<file path="config.mk">
export PLATFORM = sky130hd
export DESIGN_NAME = lsu
export DESIGN_NICKNAME = d
export VERILOG_FILES = /design/src/rtl/lsu.sv
export SDC_FILE = /design/constraint.sdc
export NUM_CORES = 1
export LEC_CHECK = 0
export ABC_CLOCK_PERIOD_IN_PS = 2000
export CAP_MARGIN = 20
export CORE_ASPECT_RATIO = 0.6
export CORE_MARGIN = 5
export CORE_UTILIZATION = 42
export CTS_BUF_LIST = sky130_fd_sc_hd__clkbuf_8 sky130_fd_sc_hd__clkbuf_16
export CTS_CLUSTER_DIAMETER = 50
export DETAILED_ROUTE_END_ITERATION = 6
export HOLD_SLACK_MARGIN = 0.03
export PLACE_DENSITY = 0.87
export SETUP_SLACK_MARGIN = 0.05
export SLEW_MARGIN = 20
export SYNTH_ARGS = -nofsm -noshare
export SYNTH_HDL_FRONTEND = slang
export SYNTH_SLANG_ARGS = --single-unit
export TNS_END_PERCENT = 5
</file>
<file path="constraint.sdc">
create_clock -name clk -period 2 [get_ports clk]
set_input_delay 0.4 -clock clk [delete_from_list [all_inputs] [get_ports clk]]
set_output_delay 0.4 -clock clk [all_outputs]
set_load 0.05 [all_outputs]
</file>
<file path="src/rtl/lsu.sv">
// Load/store unit: one req/gnt/rvalid data-memory transaction per request, with store lane
// alignment and load extraction/extension. Optional build macro: MISALIGN_TRAP_EN.
module lsu #(
    parameter int DW      = 32,
    parameter int AW      = 32,
    parameter int TIMEOUT = 16
) (
    input  logic              clk,
    input  logic              rst_n,
    input  logic              lsu_req_i,
    input  logic              lsu_we_i,
    input  logic [2:0]        func3_i,
    input  logic [DW-1:0]     addr_i,
    input  logic [DW-1:0]     wdata_i,
    output logic              lsu_busy_o,
    output logic              lsu_valid_o,
    output logic              lsu_err_o,
    output logic [DW-1:0]     rdata_o,
    output logic              mem_req_o,
    output logic              mem_we_o,
    output logic [DW/8-1:0]   mem_be_o,
    output logic [AW-1:0]     mem_addr_o,
    output logic [DW-1:0]     mem_wdata_o,
    input  logic              mem_gnt_i,
    input  logic              mem_rvalid_i,
    input  logic [DW-1:0]     mem_rdata_i
);

    localparam logic [1:0] S_IDLE = 2'd0;
    localparam logic [1:0] S_REQ  = 2'd1;
    localparam logic [1:0] S_WAIT = 2'd2;
    localparam logic [1:0] S_DONE = 2'd3;

    localparam int CW = $clog2(TIMEOUT + 1);
    localparam logic [CW-1:0] CNT_LAST = CW'(TIMEOUT - 1);

    logic [1:0]    state;
    logic [DW-1:0] addr_q;
    logic          we_q;
    logic [2:0]    func3_q;
    logic [DW-1:0] wdata_q;
    logic          err_q;
    logic [DW-1:0] rdata_q;
    logic [CW-1:0] cnt;

    logic          reject;
    logic          trap;
    logic [1:0]    off;
    logic          in_req;
    logic [DW/8-1:0] be;
    logic [DW-1:0] wdata_lane;

    function automatic logic is_illegal(input logic we, input logic [2:0] f3);
        if (we)
            return f3 >= 3'b011;
        else
            return (f3 == 3'b011) || (f3[2:1] == 2'b11);
    endfunction

    // Lane offset after rounding the address down to the access size
    function automatic logic [1:0] lane_off(input logic [2:0] f3, input logic [1:0] a);
        case (f3[1:0])
            2'b00:   return a;
            2'b01:   return {a[1], 1'b0};
            default: return 2'b00;
        endcase
    endfunction

    function automatic logic [DW-1:0] load_ext(input logic [2:0] f3, input logic [1:0] o,
                                               input logic [DW-1:0] d);
        logic [DW-1:0] s;
        s = d >> {o, 3'b000};
        case (f3)
            3'b000:  return {{(DW-8){s[7]}}, s[7:0]};
            3'b001:  return {{(DW-16){s[15]}}, s[15:0]};
            3'b100:  return {{(DW-8){1'b0}}, s[7:0]};
            3'b101:  return {{(DW-16){1'b0}}, s[15:0]};
            default: return d;
        endcase
    endfunction

`ifdef MISALIGN_TRAP_EN
    function automatic logic is_misaligned(input logic [2:0] f3, input logic [1:0] a);
        case (f3[1:0])
            2'b01:   return a[0];
            2'b10:   return a != 2'b00;
            default: return 1'b0;
        endcase
    endfunction

    assign trap = is_misaligned(func3_i, addr_i[1:0]);
`else
    assign trap = 1'b0;
`endif

    assign reject = is_illegal(lsu_we_i, func3_i) || trap;
    assign off    = lane_off(func3_q, addr_q[1:0]);
    assign in_req = (state == S_REQ);

    always_comb begin
        be         = 4'b1111;
        wdata_lane = wdata_q;
        case (func3_q[1:0])
            2'b00: begin
                be         = 4'b0001 << off;
                wdata_lane = {4{wdata_q[7:0]}};
            end
            2'b01: begin
                be         = 4'b0011 << off;
                wdata_lane = {2{wdata_q[15:0]}};
            end
            default: ;
        endcase
    end

    // Bus outputs are driven only while a request is outstanding
    assign mem_req_o   = in_req;
    assign mem_we_o    = in_req & we_q;
    assign mem_be_o    = in_req ? be : '0;
    assign mem_addr_o  = in_req ? {addr_q[AW-1:2], 2'b00} : '0;
    assign mem_wdata_o = in_req ? wdata_lane : '0;

    assign lsu_busy_o  = (state == S_IDLE) ? lsu_req_i : (state != S_DONE);
    assign lsu_valid_o = (state == S_DONE);
    assign lsu_err_o   = (state == S_DONE) & err_q;
    assign rdata_o     = rdata_q;

    always_ff @(posedge clk or negedge rst_n) begin
        if (!rst_n) begin
            state   <= S_IDLE;
            addr_q  <= '0;
            we_q    <= 1'b0;
            func3_q <= '0;
            wdata_q <= '0;
            err_q   <= 1'b0;
            rdata_q <= '0;
            cnt     <= '0;
        end else begin
            case (state)
                S_IDLE: begin
                    cnt <= '0;
                    if (lsu_req_i) begin
                        addr_q  <= addr_i;
                        we_q    <= lsu_we_i;
                        func3_q <= func3_i;
                        wdata_q <= wdata_i;
                        if (reject) begin
                            state   <= S_DONE;
                            err_q   <= 1'b1;
                            rdata_q <= '0;
                        end else begin
                            state <= S_REQ;
                            err_q <= 1'b0;
                        end
                    end
                end
                S_REQ: begin
                    // rvalid in the grant cycle is ignored; WAIT expects a later one
                    if (mem_gnt_i) begin
                        state <= we_q ? S_DONE : S_WAIT;
                        cnt   <= cnt + 1'b1;
                    end else if (cnt == CNT_LAST) begin
                        state   <= S_DONE;
                        err_q   <= 1'b1;
                        rdata_q <= '0;
                    end else begin
                        cnt <= cnt + 1'b1;
                    end
                end
                S_WAIT: begin
                    if (mem_rvalid_i) begin
                        state   <= S_DONE;
                        rdata_q <= load_ext(func3_q, off, mem_rdata_i);
                    end else if (cnt == CNT_LAST) begin
                        state   <= S_DONE;
                        err_q   <= 1'b1;
                        rdata_q <= '0;
                    end else begin
                        cnt <= cnt + 1'b1;
                    end
                end
                default: state <= S_IDLE;
            endcase
        end
    end

endmodule

</file>
**Word level (Yosys, flattened, before mapping)**

Index checks and enable logic that the tools add are counted.

- Output and inout port bits: 105
- Input port bits: 105
- Flip-flop bits (word level): 108

- Reductions and logical operators: 9
- Equal/unequal tests: 15
- Shifts and indexed selects: 3
- $lt $le $gt $ge: 1
- Mux-type cells: 32
- Add/subtract/negate cells: 1
- Bitwise gates (word level): 2

Operator list:

| cell | count |
|---|---|
| $mux W32 | 7 |
| $pmux W32 S4 | 1 |
| $pmux W32 S3 | 1 |
| $pmux W32 S2 | 1 |
| $shr A32 B5 Y16 | 1 |
| $mux W5 | 3 |
| $pmux W5 S3 | 1 |
| $mux W2 | 5 |
| $ne A2 B2 Y1 const B | 5 |
| $mux W1 | 8 |
| $pmux W4 S2 | 1 |
| $reduce_and A4 Y1 | 2 |
| $eq A2 B2 Y1 const B | 3 |
| $eq A3 B3 Y1 const B | 2 |
| $pmux W2 S3 | 1 |
| $add A5 B1 Y5 const B | 1 |
| $eq A5 B4 Y1 const B | 1 |
| $eq A2 B1 Y1 const B | 2 |
| $logic_not A2 Y1 | 2 |
| $mux W4 | 1 |
| $pmux W2 S2 | 1 |
| $reduce_and A2 Y1 | 2 |
| $shl A1 B2 Y4 const A | 1 |
| $shl A2 B2 Y4 const A | 1 |
| 8 further kinds | 9 |

**Logic depth before layout (Yosys ltp)**

- Depth after elaboration: 6
- Gate-level depth with buffers: 12
- Mapped depth without buffers: 9

**Worst setup path before layout**

No wires, ideal clock.

- Kind: register to output
- From: reg state[1]
- To: out mem_wdata_o[14]
- Path buffers: 2
- Slack: -1.178 ns
- Stages on the path, launching flop included: 6
- Arrival time: 2.778 ns
- Cell sequence: dfrtp_1 > inv_1 > ha_1 > clkbuf_1 > clkbuf_1 > a21boi_0

- Longest elaborated chain between the ends: 2

RTL lines:

| element | RTL line | text |
|---|---|---|
| start, declared | 37 | `logic [1:0] state;` |
| start signal, assigned | 160 | `state <= we_q ? S_DONE : S_WAIT;` |
| $eq A2 B1 Y1 | 98 | `assign in_req = (state == S_REQ);` |
| via mem_req_o | 19 | `output logic mem_req_o,` |
| $mux W32 | 121 | `assign mem_wdata_o = in_req ? wdata_lane : '0;` |
| end, declared | 23 | `output logic [DW-1:0] mem_wdata_o,` |

The timed path passes the listed nets, and every way through them passes these cells.

**Worst setup path in the final report**

- From: reg state[0]
- To: out mem_wdata_o[15]

- Longest elaborated chain between the ends: 2

RTL lines:

| element | RTL line |
|---|---|
| $eq A2 B1 Y1 | 98 |
| $mux W32 | 121 |

Every way passes these cells.

==> summary.txt <==
Status
  • Status: complete, but fails checks
  • Violations in the final reports: negative setup slack

Clock tree
  • Count of hold-fix buffers inserted at cts: 0
  • Sinks on Clock Net: 108
  • Number of CTS-inserted buffers: 9
  • Max H-tree Level: 3
  • Clock latency at the later pin of the worst-skew pair: 360 ps
  • TritonCTS clock tree: done
  • Clk buf depth: 2
  • Clk Tree Root Cell: sky130_fd_sc_hd__clkbuf_16
  • CTS clock-pin slew for the worst setup and hold paths: 80 ps

Cells and area
  • Post-route design area: 0.01055 mm2
  • Number of filler cells placed in the layout: 991
  • Leading cell types in the layout, fill and taps excluded: sky130_fd_sc_hd__dfrtp_1 (105), sky130_fd_sc_hd__clkdlybuf4s50_1 (105), sky130_fd_sc_hd__buf_12 (80)
  • End-of-flow core utilization: 0.7187
  • Area of all sequential standard cells: 0.002706 mm2
  • Number of nets in the layout: 997
  • Fraction of final layout cells with drive strength greater than 1: 0.3903
  • Multi-input logic area: 0.003782 mm2
  • Area growth, synth to finish: 65.98%

Logic synthesis
  • Unique cell type count in the Yosys netlist: 54
  • Dominant register cell in the synthesized netlist: sky130_fd_sc_hd__dfrtp_1
  • Synthesized area per cell: 9.822 um2
  • Flops & latches, synth: 108
  • Count of yosys warnings during synthesis: 0
  • Mapped cell area: 0.006355 mm2
  • Portion of the post-synthesis area used by sequential elements: 0.4253
  • Async SR Flop Fraction: 1.000
  • Synthesized netlist cell count: 647
  • EDFF count, synth: 0

STA
  • Count of pins over their slew limit: 0
  • Worst hold margin: 86.32 ps
  • Worst slew slack as a fraction of its limit: 0.5722
  • Final sum of negative setup slack: -3597 ps
  • RSZ-0062 raised after global routing: true
  • Max Clock Freq: 476.9 MHz
  • Final-report setup violation count: 70
  • Final worst path period need: 2097 ps
  • Worst setup margin: -96.87 ps
  • Worst Tran Pin Value: 641.7 ps
  • Clock Skew: 13.44 ps
  • Fin crit share: 1.048
  • Final Hold Viols: 0

Global route
  • Met2 Track Usage GR: 0.4107
  • Total routing usage reported by global routing: 0.2522
  • Maximum number of pins on one net before global-route repair: 109
  • Met1 Use GR: 0.3205
  • Number of global-route vias before repair: 6489
  • Layer carrying the most global-route usage: met2
  • GR Overflow Total: 0
  • Global Route met3 Usage: 0.09502
  • First-pass GRT wire length: 35670 um
  • Initial antenna violation count: 1

Placed design
  • Quantity of I/O buffers inserted on ports: 207
  • Placed cell area: 0.009899 mm2
  • Detailed Place HPWL: 16250 um
  • Placer's final routability congestion estimate: 0.9262

Route
  • DR vias: 6211
  • Per-cell routed wire length: 21.27 um
  • Drc violations: 0
  • Number of routed nets with antenna violations: 0
  • Routed vias/inst: 5.709
  • Initial DRC count: 548
  • Final Routed Wirelength: 23140 um
  • Iteration count of the initial detailed-routing pass: 6

Die
  • Effective utilization at floorplan: 0.4330
  • I/O pin count: 210
  • Core area: 0.01468 mm2
  • Width of the die: 168.8 um
  • Num rows: 34
  • Vertical extent of the die: 105.3 um
  • Area of the die: 0.01777 mm2

Worst setup path
  • Worst setup path startpoint: state[0]$_DFFE_PN0P_
  • List of cells traversed by the critical path: buf_6 > ha_4 > buf_16 > a21boi_4 > buf_12
  • Number of gates on the worst path with buffers counted: 5
  • R2R Path End: rdata_o[24]$_DFFE_PN0P_
  • Worst Path Class, Setup: reg -> out
  • Peak fanout along the critical path: 16
  • Sum of buffers and inverters on the critical path: 3
  • Kind of launch point of the worst setup path: flop
  • Cell with the largest stage delay on the worst path: sky130_fd_sc_hd__dfrtp_1
  • Reg2Reg Depth: 10
  • Critical Path Sink Type: primary output
  • Crit-path max cell delay: 390 ps
  • Data required time of the critical path: 1600 ps
  • FF-to-FF setup slack: -50 ps
  • Cell type group with the largest total delay on the critical path: buffers and inverters
  • Critical R2R Launch: cnt[1]$_DFFE_PN0P_
  • Critical path arrival: 1700 ps

Power and ir drop
  • Leak pwr: 4.641 nW
  • Maximum vdd drop: 0.001026 V
  • Total power per unit cell area: 1817 mW/mm2
  • Total power: 19.16 mW

Min path
  • Worst hold path class: in -> async

Flow run
  • Number of maximum-capacitance constraint violations: 0
synthesized netlist by cell type, drive strengths merged (4+ instances only):
cell,count,share of area
a2bb2oi,17,0.023
o22ai,6,0.0059
o31ai,4,0.0047
a22o,21,0.029
nor3,6,0.0055
and2,48,0.047
inv,14,0.0083
ha,8,0.016
o2111ai,5,0.0069
mux2i,29,0.048
dfrtp,108,0.43
a21oi,56,0.044
mux2,72,0.13
nor2,29,0.017
nand3,6,0.0047
nand2b,10,0.011
nor2b,19,0.019
buf,22,0.020
a21boi,9,0.011
nand2,63,0.037
clkbuf,26,0.015
o21ai,38,0.030
registers in the layout, summed over array words and instances, names as in the netlist:
register	flops
cnt	5
rdata_o	32
err_q	1
wdata_q	32
state	2
addr_q	32
we_q	1
func3_q	3
stage by stage:
stage	std cells	setup WS (ps)
finish	1088	-96.87
global route	1088	-164.2
CTS	1086	-116.4
detailed placement	1062	-321.6
global placement	1062	-223.4
floorplan	648	5.199
per-layer routing:
layer | share of wire | routed length (um)
met4 | 0.019 | 451
met2 | 0.47 | 10820
met5 | 0 | 0
met3 | 0.12 | 2746
met1 | 0.39 | 9119
kinds of logic after synthesis:
logic type,synth area share
AO/OA/AOI/OAI,0.1910
adder cells (fa/ha/maj),0.01575
buffers and inverters,0.04371
flip-flops,0.4253
multiplexers,0.1752
other,0.0005901
AND/OR/NAND/NOR,0.1485
area by class of cell:
type                            count  share of cell area
Inverter                           14            0.004982
Multi-Input combinational cell    478              0.3586
Tap cell                          198             0.02349
Clock buffer                        9             0.02135
Antenna cell                        1           0.0002372
Timing Repair Buffer              273              0.3266
Sequential cell                   108              0.2566
Clock inverter                      7            0.008185
where the power goes:
group          leakage [nW]  switching (mW)  total (mW)  internal, mW
clock                 0.151           0.970        1.87         0.903
sequential             1.35           0.800        3.89          3.09
combinational          3.14            7.06        13.4          6.33
worst max path at each step:
stage | endpoint | slack (ps)
2_1_floorplan | mem_addr_o[18] | 5
3_3_place_gp | rdata_o[23]$_DFFE_PN0P_ | -220
5_1_grt | mem_wdata_o[15] | -160
3_5_place_dp | rdata_o[22]$_DFFE_PN0P_ | -320
6_report | mem_wdata_o[15] | -100
4_1_cts | mem_wdata_o[15] | -120
repair_timing:
item	CTS	global route
setup buffers	6	0
endpoints found under the setup margin	100	106
cloned	2	1
pin swaps	6	3
gates resized for setup	54	30
hold endpoints to repair	0	0
Power figures use the tool's default switching activity.
==> variant 1 (same settings) <==
Compare `cnt` against `CNT_LAST` with >= in place of ==.
--- a/src/rtl/lsu.sv
+++ b/src/rtl/lsu.sv
@@ -171,7 +171,7 @@
                     if (mem_rvalid_i) begin
                         state   <= S_DONE;
                         rdata_q <= load_ext(func3_q, off, mem_rdata_i);
-                    end else if (cnt == CNT_LAST) begin
+                    end else if (cnt >= CNT_LAST) begin
                         state   <= S_DONE;
                         err_q   <= 1'b1;
                         rdata_q <= '0;
Behaviour: no difference found for any inputs over 4 cycles, from zero or initial values and one cycle with rst_n low; that may be too few to reach the edited logic, so the function may still have changed.
==> variant 1 against the unedited design <==
Sequential cell count unchanged. Combinational power fell by 4%. Global-route usage down 1.0 points. The flow still finishes with violations (setup timing). Total power fell by 1.5%. Final area decreased by 6.6%. Area after synthesis decreased by 9.7%. Setup slack got worse by 0.010 ns. Clock skew decreased by 0.0032 ns. Wire length is 13% lower. Critical path depth up 3. Highest routed layer unchanged. Via count is 15% lower.
==> variant 1: results (changes against the unedited design) <==
[timing]
slew-limit-headroom=0.606  ; was 0.572
worst_hold_slack_ns=0.135  ; was 0.0863 ns
skew_ns=0.0102  ; was 0.0134 ns
finalSetupViolCount=101  ; was 70
post-route-worst-setup-slack_ns=-0.107  ; was -0.0969 ns

[yosys]
post_synth_num_cell_types=46  ; was 54
synth.area.top_cells=dfrtp_1, mux2_2, nand2_1  ; was dfrtp_1, mux2_2, and2_1
ys_top_cells_by_count=dfrtp_1, nand2_1, mux2_2  ; was dfrtp_1, mux2_2, nand2_1

[placed_design]
dp_slack_ns=-0.358  ; was -0.322 ns
gp_congestion=0.897  ; was 0.926
place_area_mm2=0.00899  ; was 0.00990 mm²
dp_cells=933  ; was 1062

[setup_path]
worstSetupEndpoint=cnt[3]  ; was mem_wdata_o[15]
cp_top_family=simple AND/OR/NAND/NOR gates  ; was buffers and inverters
cpPeakStageDelay_ns=0.44  ; was 0.39 ns
path_max_fanout=4  ; was 16
worstReg2RegStart=cnt[0]  ; was cnt[1]

[cts]
cts_resized=72  ; was 54
postCtsSetupBuffers=7  ; was 6

[final_layout]
fill_cells=877  ; was 991
inverters=11  ; was 14
seq-cell-share=0.274  ; was 0.257
comb.multi_input.count=390  ; was 478
layout.nets=891  ; was 997
num_antenna_cells=0  ; was 1
layout-drive-gt1-share=0.420  ; was 0.390
clock_area_frac=0.0318  ; was 0.0295
multi_input_area_mm2=0.00328  ; was 0.00378 mm²

[drt]
dr.pass1.iters=5  ; was 6
drt-initial-drc-count=402  ; was 548
wl_per_cell_um=20.9  ; was 21.3 µm
routed_via_density=5.49  ; was 5.71

[outcome]
outcome=complete, but fails checks  ; unchanged
violations=setup timing  ; unchanged

[power_and_ir_drop]
power_report.internal_total_mw=10.1  ; was 10.3 mW
leakage_nw=4.53  ; was 4.64 nW
vdd_ir_drop_max_v=0.000988  ; was 0.00103 V

[global_route]
antenna_found_initial=0  ; was 1
grt_util_met2=0.392  ; was 0.411
grt_use_met1=0.318  ; was 0.320
met3_usage=0.0879  ; was 0.0950

[floorplanning]
die_area_mm2=0.0162  ; was 0.0178 mm²

[variant 1: changes by cell type after synthesis, sizes merged, moves of 7 or more]
cell     delta
o221ai      +7
nor2b      -10
o211a       +9
clkbuf      -8
and2        -7
mux2i      -11
nand2      +15
a21oi      -51
o21ai      -12
o211ai     +15
a2bb2oi    -17
a22o       -20
[variant 1: cells by family (layout without fill, tap and decap cells)]
| group | Yosys count | count (layout) | share of synthesized area |
|---|---|---|---|
| other | 1 | 2 | 0.000654 |
| DFF | 108 | 108 | 0.471 |
| AOI/OAI and AO/OA | 103 | 104 | 0.141 |
| and+or+nand+nor | 183 | 183 | 0.154 |
| muxes | 95 | 95 | 0.183 |
| buffers and inverters | 50 | 287 | 0.0384 |
| adders and majority gates | 6 | 6 | 0.0131 |
[variant 1: metal layers]
metal,vias up,wire (µm)
li1,2383,-
met1,2592,8400
met2,274,9540
met3,24,1890
met4,0,250
met5,-,0
==> variant 2 (config.mk and constraints unchanged) <==
Made on the original files. The parameter `TIMEOUT` goes from 16 to 64.
--- a/src/rtl/lsu.sv
+++ b/src/rtl/lsu.sv
@@ -3,7 +3,7 @@
 module lsu #(
     parameter int DW      = 32,
     parameter int AW      = 32,
-    parameter int TIMEOUT = 16
+    parameter int TIMEOUT = 64
 ) (
     input  logic              clk,
     input  logic              rst_n,
Function: same outputs for any inputs over 4 cycles, from zero or initial values and one cycle with rst_n low; that may be too few to reach the edited logic, so the function may still have changed.
==> variant 2 against the unedited design <==
The run still ends with setup timing left. Sequential cell count increased by 2. Fmax fell by 1.1%. Wire length up 4.7%. Area after synthesis rose by 0.81%. Total power grew 3.9%. Non-clock buffer count increased by 6. Sequential share of layout area up 0.086 points. Sequential power grew 2%. Via count decreased by 3.8%. First-iteration DRC count is 3.6% higher. Final cell count fell by 3.5%. Setup slack got worse by 0.024 ns. Final area rose by 1.6%. Critical path depth up 1.
==> variant 2: results (changes against the unedited design) <==
[global_route]
grt_pass1_vias=6273  ; was 6489
grt_max_degree=56  ; was 109
antenna_found_initial=0  ; was 1
grt_pass1_wl_um=36500  ; was 35700 µm

[drt]
drt-met1-wl_um=10100  ; was 9120 µm
met3WireLength_um=2630  ; was 2750 µm
dr.pass1.iters=7  ; was 6
wl_met2_um=11100  ; was 10800 µm
totalWireLength_um=24200  ; was 23100 µm
drt-initial-drc-count=568  ; was 548
routed_via_density=5.69  ; was 5.71
via_count=5972  ; was 6211

[hold_path]
hold_class=reg2reg  ; was in2async
min-delay-start=wdata_q[23]

[yosys]
post_synth_num_cell_types=63  ; was 54
seq_area_frac_synth=0.430  ; was 0.425
avgSynthCellArea_um2=10.7  ; was 9.82 µm²
ys_warn_count=0  ; unchanged
ys_top_cells_by_count=dfrtp_1, mux2_2, and2_1, inv_1, nand2_1  ; was dfrtp_1, mux2_2, nand2_1
synth.area.top_cells=dfrtp_1, mux2_2, and2_1  ; unchanged

[setup_path]
worstPathArrival_ns=1.72  ; was 1.70 ns
slowest_stage=dfrtp_2  ; was dfrtp_1
path_max_fanout=6  ; was 16
r2r_cells=8  ; was 10
reg2reg_to=rdata_o[22]  ; was rdata_o[24]
cpPeakStageDelay_ns=0.42  ; was 0.39 ns

[power_and_ir_drop]
vdd_ir_drop_max_v=0.00113  ; was 0.00103 V
netSwitchingFraction=0.465  ; was 0.461

[placed_design]
hpwl_um=16600  ; was 16200 µm
gp_congestion=0.897  ; was 0.926
dp_slack_ns=-0.189  ; was -0.322 ns
dp_cells=1018  ; was 1062

[timing]
finalSetupViolCount=66  ; was 70
worst_hold_slack_ns=0.512  ; was 0.0863 ns
tightest_slew_ns=0.518  ; was 0.642 ns
skew_ns=0.0176  ; was 0.0134 ns
setup_tns_ns=-4.50  ; was -3.60 ns
post-route-worst-setup-slack_ns=-0.120  ; was -0.0969 ns

[final_layout]
layout.nets=953  ; was 997
num_antenna_cells=0  ; was 1
layout-drive-gt1-share=0.433  ; was 0.390

[outcome]
outcome=complete, but fails checks  ; unchanged
violations=setup timing  ; unchanged

==> variant 2: cell types whose count changed in the layout (fill, tap and decap cells not counted), moves of 11 or more <==
cell	before	now
a21oi_1	54	14
a2bb2oi_1	17	2
inv_1	12	41
o21ai_1	16	1
nand2_1	61	26
o21ai_0	21	10
nand4_1	1	16
a22o_1	21	3
==> variant 2: power by group through the flow <==
stage	combinational [mW]	clock (mW)	sequential (mW)
6_report	14.1	1.90	3.96
5_1_grt	14.7	2.01	4.06
2_1_floorplan	7.37	0	4.25
4_1_cts	13.8	1.90	3.89
3_3_place_gp	12.6	0	3.81
3_5_place_dp	12.8	0	3.88
==> variant 2: how the worst max path moves through the flow <==
| stage | from | cells after the start | to | slack [ns] |
|---|---|---|---|---|
| floorplan | state[0] | 4 | cnt[0] | -0.03 |
| global placement | lsu_req_i | 7 | rdata_o[26] | -0.10 |
| detailed placement | lsu_req_i | 7 | rdata_o[26] | -0.19 |
| CTS | state[1] | 6 | mem_wdata_o[31] | -0.11 |
| global route | state[1] | 6 | mem_wdata_o[23] | -0.17 |
| finish | state[1] | 6 | mem_wdata_o[31] | -0.12 |
==> variant 2: critical path, delay by kind of cell (launching register included) <==
kind / cells / cell delay (ns)
flops: 1 / 0.42
fa+ha+maj: 1 / 0.24
compound gates: 1 / 0.18
buf+inv: 4 / 0.50
==> variant 2: cells by family (layout without fill, tap and decap cells) <==
kind of cell,count (synthesis),after routing,synth area share
buffers and inverters,90,338,0.0641
flip-flops,110,110,0.430
AO/OA/AOI/OAI,135,135,0.187
other,1,2,0.000585
AND/OR/NAND/NOR,158,159,0.140
adder cells (fa/ha/maj),6,6,0.0117
multiplexers,97,97,0.167
==> variant 2: what timing repair did <==
item | in CTS | in global routing
setup endpoints to repair | 108 | 119
gates resized for setup | 64 | 28
cloned | 4 | 2
hold buffers | 1 | 0
hold endpoints to repair | 23 | 0
pin swaps | 5 | 4
buffers inserted | 6 | 3
==> variant 2: metal layers <==
metal,track usage,vias to the layer above
met4,0.0655,0
met5,0,-
li1,-,2641
met1,0.345,2976
met2,0.414,319
met3,0.0997,36
==> variant 2: area by class of cell <==
cell class,count,area [µm²],share of cell area
tap,203,254,0.0237
multi-input combinational,399,3670,0.342
clock buffer,10,239,0.0223
timing repair buffer,279,3570,0.333
inverter,43,163,0.0152
clock inverter,6,60.1,0.00561
sequential,110,2760,0.257
